[src/rtl/out_pass4_frame_config_pkg.sv]
// Shared mode encodings and widths for the four-channel output pass-through block.
package out_pass4_frame_config_pkg;

    localparam logic [1:0] MODE_COMB    = 2'b00;
    localparam logic [1:0] MODE_REG     = 2'b01;
    localparam logic [1:0] MODE_REG2    = 2'b10;
    localparam logic [1:0] MODE_STRETCH = 2'b11;

    localparam int unsigned StretchLenW = 3;
    localparam int unsigned CntW        = 4;

endpackage

[src/rtl/out_pass_chan.sv]
// One output channel: two stage registers, optional edge-triggered pulse stretcher, output mux.
// Stretching is compiled in only when OUTPASS_PULSE_STRETCH_EN is defined.
module out_pass_chan
    import out_pass4_frame_config_pkg::*;
(
    input  logic                   clk_i,
    input  logic                   rst_i,
    input  logic [1:0]             mode_i,
    input  logic [StretchLenW-1:0] len_i,
    input  logic                   in_i,
    output logic                   out_o
);

    logic stage1_q;
    logic stage2_q;
    logic stretch_out;

    always_ff @(posedge clk_i) begin
        if (rst_i) begin
            stage1_q <= 1'b0;
            stage2_q <= 1'b0;
        end else begin
            stage1_q <= in_i;
            stage2_q <= stage1_q;
        end
    end

`ifdef OUTPASS_PULSE_STRETCH_EN
    logic [CntW-1:0] cnt_q;
    logic [CntW-1:0] cnt_d;
    logic            rise;

    // stage1_q holds In from the preceding edge, so it doubles as the edge history.
    assign rise = in_i & ~stage1_q;

    always_comb begin
        cnt_d = cnt_q;
        if (rise) begin
            cnt_d = CntW'(len_i) + CntW'(1);
        end else if (cnt_q != '0) begin
            cnt_d = cnt_q - CntW'(1);
        end
    end

    always_ff @(posedge clk_i) begin
        if (rst_i) begin
            cnt_q <= '0;
        end else begin
            cnt_q <= cnt_d;
        end
    end

    assign stretch_out = (cnt_q != '0);
`else
    logic unused_len;
    assign unused_len  = ^len_i;
    assign stretch_out = stage1_q;
`endif

    always_comb begin
        out_o = in_i;
        case (mode_i)
            MODE_COMB:    out_o = in_i;
            MODE_REG:     out_o = stage1_q;
            MODE_REG2:    out_o = stage2_q;
            MODE_STRETCH: out_o = stretch_out;
            default:      out_o = in_i;
        endcase
    end

endmodule

[src/rtl/out_pass4_frame_config.sv]
// Four independent output channels with per-channel mode select and a shared stretch length.
// Mode-11 pulse stretching exists only when OUTPASS_PULSE_STRETCH_EN is defined.
module out_pass4_frame_config
    import out_pass4_frame_config_pkg::*;
#(
    parameter int unsigned NoConfigBits = 11
) (
    input  logic                    UserCLK,
    input  logic                    UserRST,
    input  logic                    I0,
    input  logic                    I1,
    input  logic                    I2,
    input  logic                    I3,
    output logic                    O0,
    output logic                    O1,
    output logic                    O2,
    output logic                    O3,
    input  logic [NoConfigBits-1:0] ConfigBits
);

    logic [3:0]             in_vec;
    logic [3:0]             out_vec;
    logic [StretchLenW-1:0] len;

    assign in_vec = {I3, I2, I1, I0};
    assign len    = ConfigBits[10:8];

    for (genvar i = 0; i < 4; i++) begin : g_chan
        out_pass_chan u_chan (
            .clk_i  (UserCLK),
            .rst_i  (UserRST),
            .mode_i (ConfigBits[2*i +: 2]),
            .len_i  (len),
            .in_i   (in_vec[i]),
            .out_o  (out_vec[i])
        );
    end

    assign O0 = out_vec[0];
    assign O1 = out_vec[1];
    assign O2 = out_vec[2];
    assign O3 = out_vec[3];

endmodule
[config.mk]
export PLATFORM = sky130hd
export DESIGN_NAME = out_pass4_frame_config
export DESIGN_NICKNAME = d
export VERILOG_FILES = /design/src/rtl/out_pass4_frame_config_pkg.sv /design/src/rtl/out_pass_chan.sv /design/src/rtl/out_pass4_frame_config.sv
export SDC_FILE = /design/constraint.sdc
export NUM_CORES = 1
export LEC_CHECK = 0
export CAP_MARGIN = 25
export CELL_PAD_IN_SITES_DETAIL_PLACEMENT = 0
export CELL_PAD_IN_SITES_GLOBAL_PLACEMENT = 1
export CORE_MARGIN = 5
export CORE_UTILIZATION = 21
export DETAILED_ROUTE_END_ITERATION = 8
export MAX_ROUTING_LAYER = met4
export PLACE_DENSITY = 0.72
export SYNTH_ARGS = -nofsm -noshare
export SYNTH_HDL_FRONTEND = slang
export SYNTH_HIERARCHICAL = 1
export SYNTH_SLANG_ARGS = --single-unit
[constraint.sdc]
create_clock -name UserCLK -period 0.8 [get_ports UserCLK]
set_input_delay 0.12 -clock UserCLK [delete_from_list [all_inputs] [get_ports UserCLK]]
set_output_delay 0.12 -clock UserCLK [all_outputs]
set_load 0.02 [all_outputs]
==> After elaboration in Yosys (flattened, before gate mapping) <==
Index checks and enable logic that the tools add are counted.
{ "word_totals": {"ff_bits": 8, "latchBits": 0, "ram_bits": 0, "word_cells": 32, "rom_bits": 0, "inputBits": 17, "memories": 0, "output_inout_bits": 4} }
{ "classes": {"n_mux": 4, "n_div": 0, "n_mul": 0, "order_cmp": 0, "reduce_logical": 8, "bitwise": 0, "n_addsub": 0, "n_eq_ne": 12, "shifts": 0} }
{ "op_table": {"columns": ["op", "n"], "rows": [
  ["$eq A2 B2 Y1 const B", 8],
  ["$pmux W1 S3", 4],
  ["$eq A2 B1 Y1 const B", 4],
  ["$logic_not A2 Y1", 4],
  ["$reduce_or A2 Y1", 4]
]} }

==> Depth between registers and ports, before layout <==
{ "depth": {"ltp_word": 3, "depth_mapped": 2, "ltp_nobuf": 2} }

==> Cells and area by module <==
Netlist, hierarchy kept.
{ "modules_own_cells": {"columns": ["mod", "instances", "seq_area_each_um2", "area_each_um2", "cells_per_inst"], "rows": [
  ["out_pass_chan", 4, 40.0, 71.3, 7]
]} }

==> Worst setup path after synthesis <==
No wires, ideal clock.
{ "synth_timing": {"path_type": "register -> output", "start": "register g_chan[0].u_chan.stage2_q", "end": "output O0", "setup_slack_ns": 0.011, "required_ns": 0.680, "n_path_buf": 0, "t_arrival_ns": 0.669, "path_stages_with_launch": 3, "cell_sequence": "dfxtp_1 > mux2i_1 > o21ai_1"} }
{ "synth_via": {"elab_chain_len": 1} }
{ "synth_rtl": {"columns": ["item", "line_no", "rtl"], "rows": [
  ["start, declared", "out_pass_chan.sv:15", "logic stage2_q;"],
  ["start signal, assigned", "out_pass_chan.sv:24", "stage2_q <= stage1_q;"],
  ["$pmux W1 S3", "out_pass_chan.sv:62", "case (mode_i)"],
  ["end, declared", "out_pass4_frame_config.sv:14", "output logic O0,"]
]} }
Every way passes these cells.

==> Worst setup path in the final report <==
{ "layout_timing": {"start": "register g_chan[3].u_chan.stage2_q", "end": "output O3"} }
{ "layout_via": {"elab_chain_len": 1} }
{ "layout_rtl": {"columns": ["item", "line_no", "rtl"], "rows": [
  ["start, declared", "out_pass_chan.sv:15", null],
  ["start signal, assigned", "out_pass_chan.sv:24", null],
  ["$pmux W1 S3", "out_pass_chan.sv:62", null],
  ["end, declared", "out_pass4_frame_config.sv:17", "output logic O3,"]
]} }
Every way passes these cells.

==> impl_metrics.toml <==
[outcome]
status = "finished, violations left"
failed_checks = "negative setup slack"

[cts]
tritoncts = "done"
clk_pin_slew_ps = 50
cts.sink_count = 8
cts_setup_buffers = 0
cts_buffers = 3
clock_path_buffers = 2
cts.htree.levels = 1
insertion_delay_ps = 250
cts-root-buf = "clkbuf_4"

[routing]
ant_nets = 0
first_pass_iters = 2
vias = 250
drt_iter0_markers = 3
vias_per_cell = 3.97
drc = 0
wl_per_cell_um = 9.17
wl_um = 578

[floorplan]
core_area_um2 = 1280
die_h_um = 46.9
ios = 21
die_w_um = 46.9
die-area_um2 = 2200
rows = 13
initial_core_util = 0.222

[power]
combPwrFrac = 0.165
p_int_mw = 0.673
power.leakage_nw = 0.214
ir_drop_mv = 1.05
p_seq_frac = 0.493
switching_share = 0.219
pwr-share-clk = 0.342
power_density_nw_per_um2 = 1800
p_switching_mw = 0.189

[logic_synthesis]
synth.area.mux_share = 0.140
synthAdderAreaFrac = 0
syn_avg_cell_area_um2 = 10.2
synthDominantCellAreaShare = 0.561
synth_cell_types = 5
yosysTopAreaCell = "dfxtp_1"
yosysWarnings = 6
synth-xor-area-share = 0
synth_top_family_by_area = "simple AND/OR/NAND/NOR gates"
synthTopCellsByArea = "dfxtp_1, nor2b_1, mux2i_1"
synth_cells = 28
synth-compound-area-share = 0.0702
synth.net_count = 45
syn_area_um2 = 285
yosys.area_share.simple = 0.228
ys_seq_area_frac = 0.561
synth_seq_cells = 8

[setup_path]
path_delay_family = "flip-flops"
crit_buf_inv = 1
cp.arrival_ps = 910
cp_slowest_cell = "dfxtp_1"
rr_endpoint = "g_chan[2].u_chan/stage2_q"
max_stage_delay_ps = 290
path_max_fanout = 1
crit_path_cell_trace = "mux2i_1 > o21ai_1 > buf_4"
critical_path_class = "flip-flop to output port"
r2r_setup_slack_ps = 260
reg2reg_depth = 1
crit-reg2reg-launch = "g_chan[2].u_chan/stage1_q"
cp.required_ps = 680
endpoint_kind = "output port"
start_kind = "flip-flop"

[timing]
maxSlewViolCount = 0
tightest_slew_ps = 277
rsz0062_at_grt = "true"
min_period_over_period = 1.28
setup_viol = 4
skew_ps = 0.0886
tns_ps = -856
finalHoldViolations = 0
slew_headroom = 0.815
whs_ps = 234
max_freq_mhz = 975
timing.final.ws_setup_ps = -226
fin_crit_ps = 1030

[placed_design]
place.port_buffers = 17
hpwl_um = 456
gp_congestion = 0.606
place_inst = 60

[grt]
grt_max_degree = 9
grt-ovfl-total = 0
antenna_found_initial = 0
grt_use_total = 0.0657
grt_pass1_wl_um = 931
grt_pass1_vias = 238

[hold_path]
min_to = "g_chan[0].u_chan/stage1_q"
hold_path.startpoint = "I0"
hold_path_depth = 2
hold_path.class = "input pin to flip-flop"

[job]
maxCapViolations = 0

[layout]
final_nets = 67
antennaDiodeCount = 0
final_cells = 63
syn2layout_area_growth_pct = 67.5
post-route-util = 0.372
drive_gt1_frac = 0.167
nFillCells = 142
[registers in the layout, indices dropped and copies added, names as in the netlist]
register,cells
g_chan.u_chan/stage1_q,4
g_chan.u_chan/stage2_q,4
[metrics by stage]
step           power [mW]  worst slack, ps  area, um2
2_1_floorplan       0.487             10.7        285
3_3_place_gp        0.596             -732        474
3_5_place_dp        0.597             -727        474
4_1_cts             0.881             -249        477
5_1_grt             0.920             -309        478
6_report            0.862             -226        478
[how the worst max path moves through the flow]
| stage | start | end | slack, ps | depth (start not counted) |
|---|---|---|---|---|
| detailed placement | ConfigBits[5] | O2 | -730 | 4 |
| CTS | g_chan[3].u_chan/stage2_q | O3 | -250 | 3 |
| global route | g_chan[3].u_chan/stage2_q | O3 | -310 | 3 |
| global placement | I2 | O2 | -730 | 4 |
| floorplan | g_chan[0].u_chan/stage2_q | O0 | 10 | 2 |
| finish | g_chan[3].u_chan/stage2_q | O3 | -230 | 3 |
[power by group through the flow]
stage          clock [mW]  combinational [mW]  sequential [mW]
2_1_floorplan           0              0.0561            0.431
3_3_place_gp            0               0.164            0.433
3_5_place_dp            0               0.164            0.433
4_1_cts             0.312               0.145            0.424
5_1_grt             0.338               0.155            0.427
6_report            0.295               0.142            0.425
[Yosys cell counts (all sizes together)]
library cell  count
nand2             4
nor2b             8
mux2i             4
dfxtp             8
o21ai             4
[cell type report]
type | instances | area [um2] | share of cell area
clock buffer | 3 | 22.5 | 0.0471
multi-input combinational | 20 | 125 | 0.262
sequential | 8 | 161 | 0.338
tap | 15 | 18.8 | 0.0393
timing repair buffer | 17 | 150 | 0.314
[timing repair]
action / 4_1_cts / 5_1_grt
resized for setup: 28 / 1
endpoints found under the setup margin: 4 / 4
cloned: 0 / 0
pin swaps: 3 / 3
hold buffers: 0 / 0
[kinds of logic (layout without fill, tap and decap cells)]
group | after synthesis | count (layout)
buffers and inverters | 0 | 20
AOI/OAI and AO/OA | 4 | 4
and+or+nand+nor | 12 | 12
muxes | 4 | 4
DFF | 8 | 8
[per-layer routing]
layer | wire length [um] | global-route usage | vias to the layer above
met3 | 136 | 0.0651 | 0
met4 | 0 | 0.0166 | 0
met1 | 234 | 0.0685 | 100
met5 | 0 | - | -
li1 | - | - | 133
met2 | 208 | 0.0867 | 17
[placed cells by master (no fill, tap or decap)]
master / synthesis / layout
buf_4: 0 / 4
clkbuf_4: 0 / 3
clkdlybuf4s50_1: 0 / 5
dfxtp_1: 8 / 7
dfxtp_2: 0 / 1
dlygate4sd2_1: 0 / 8
mux2i_1: 4 / 4
nand2_1: 4 / 4
nor2b_1: 8 / 8
o21ai_1: 4 / 4
Note: power is estimated with default switching activity, not from simulation.
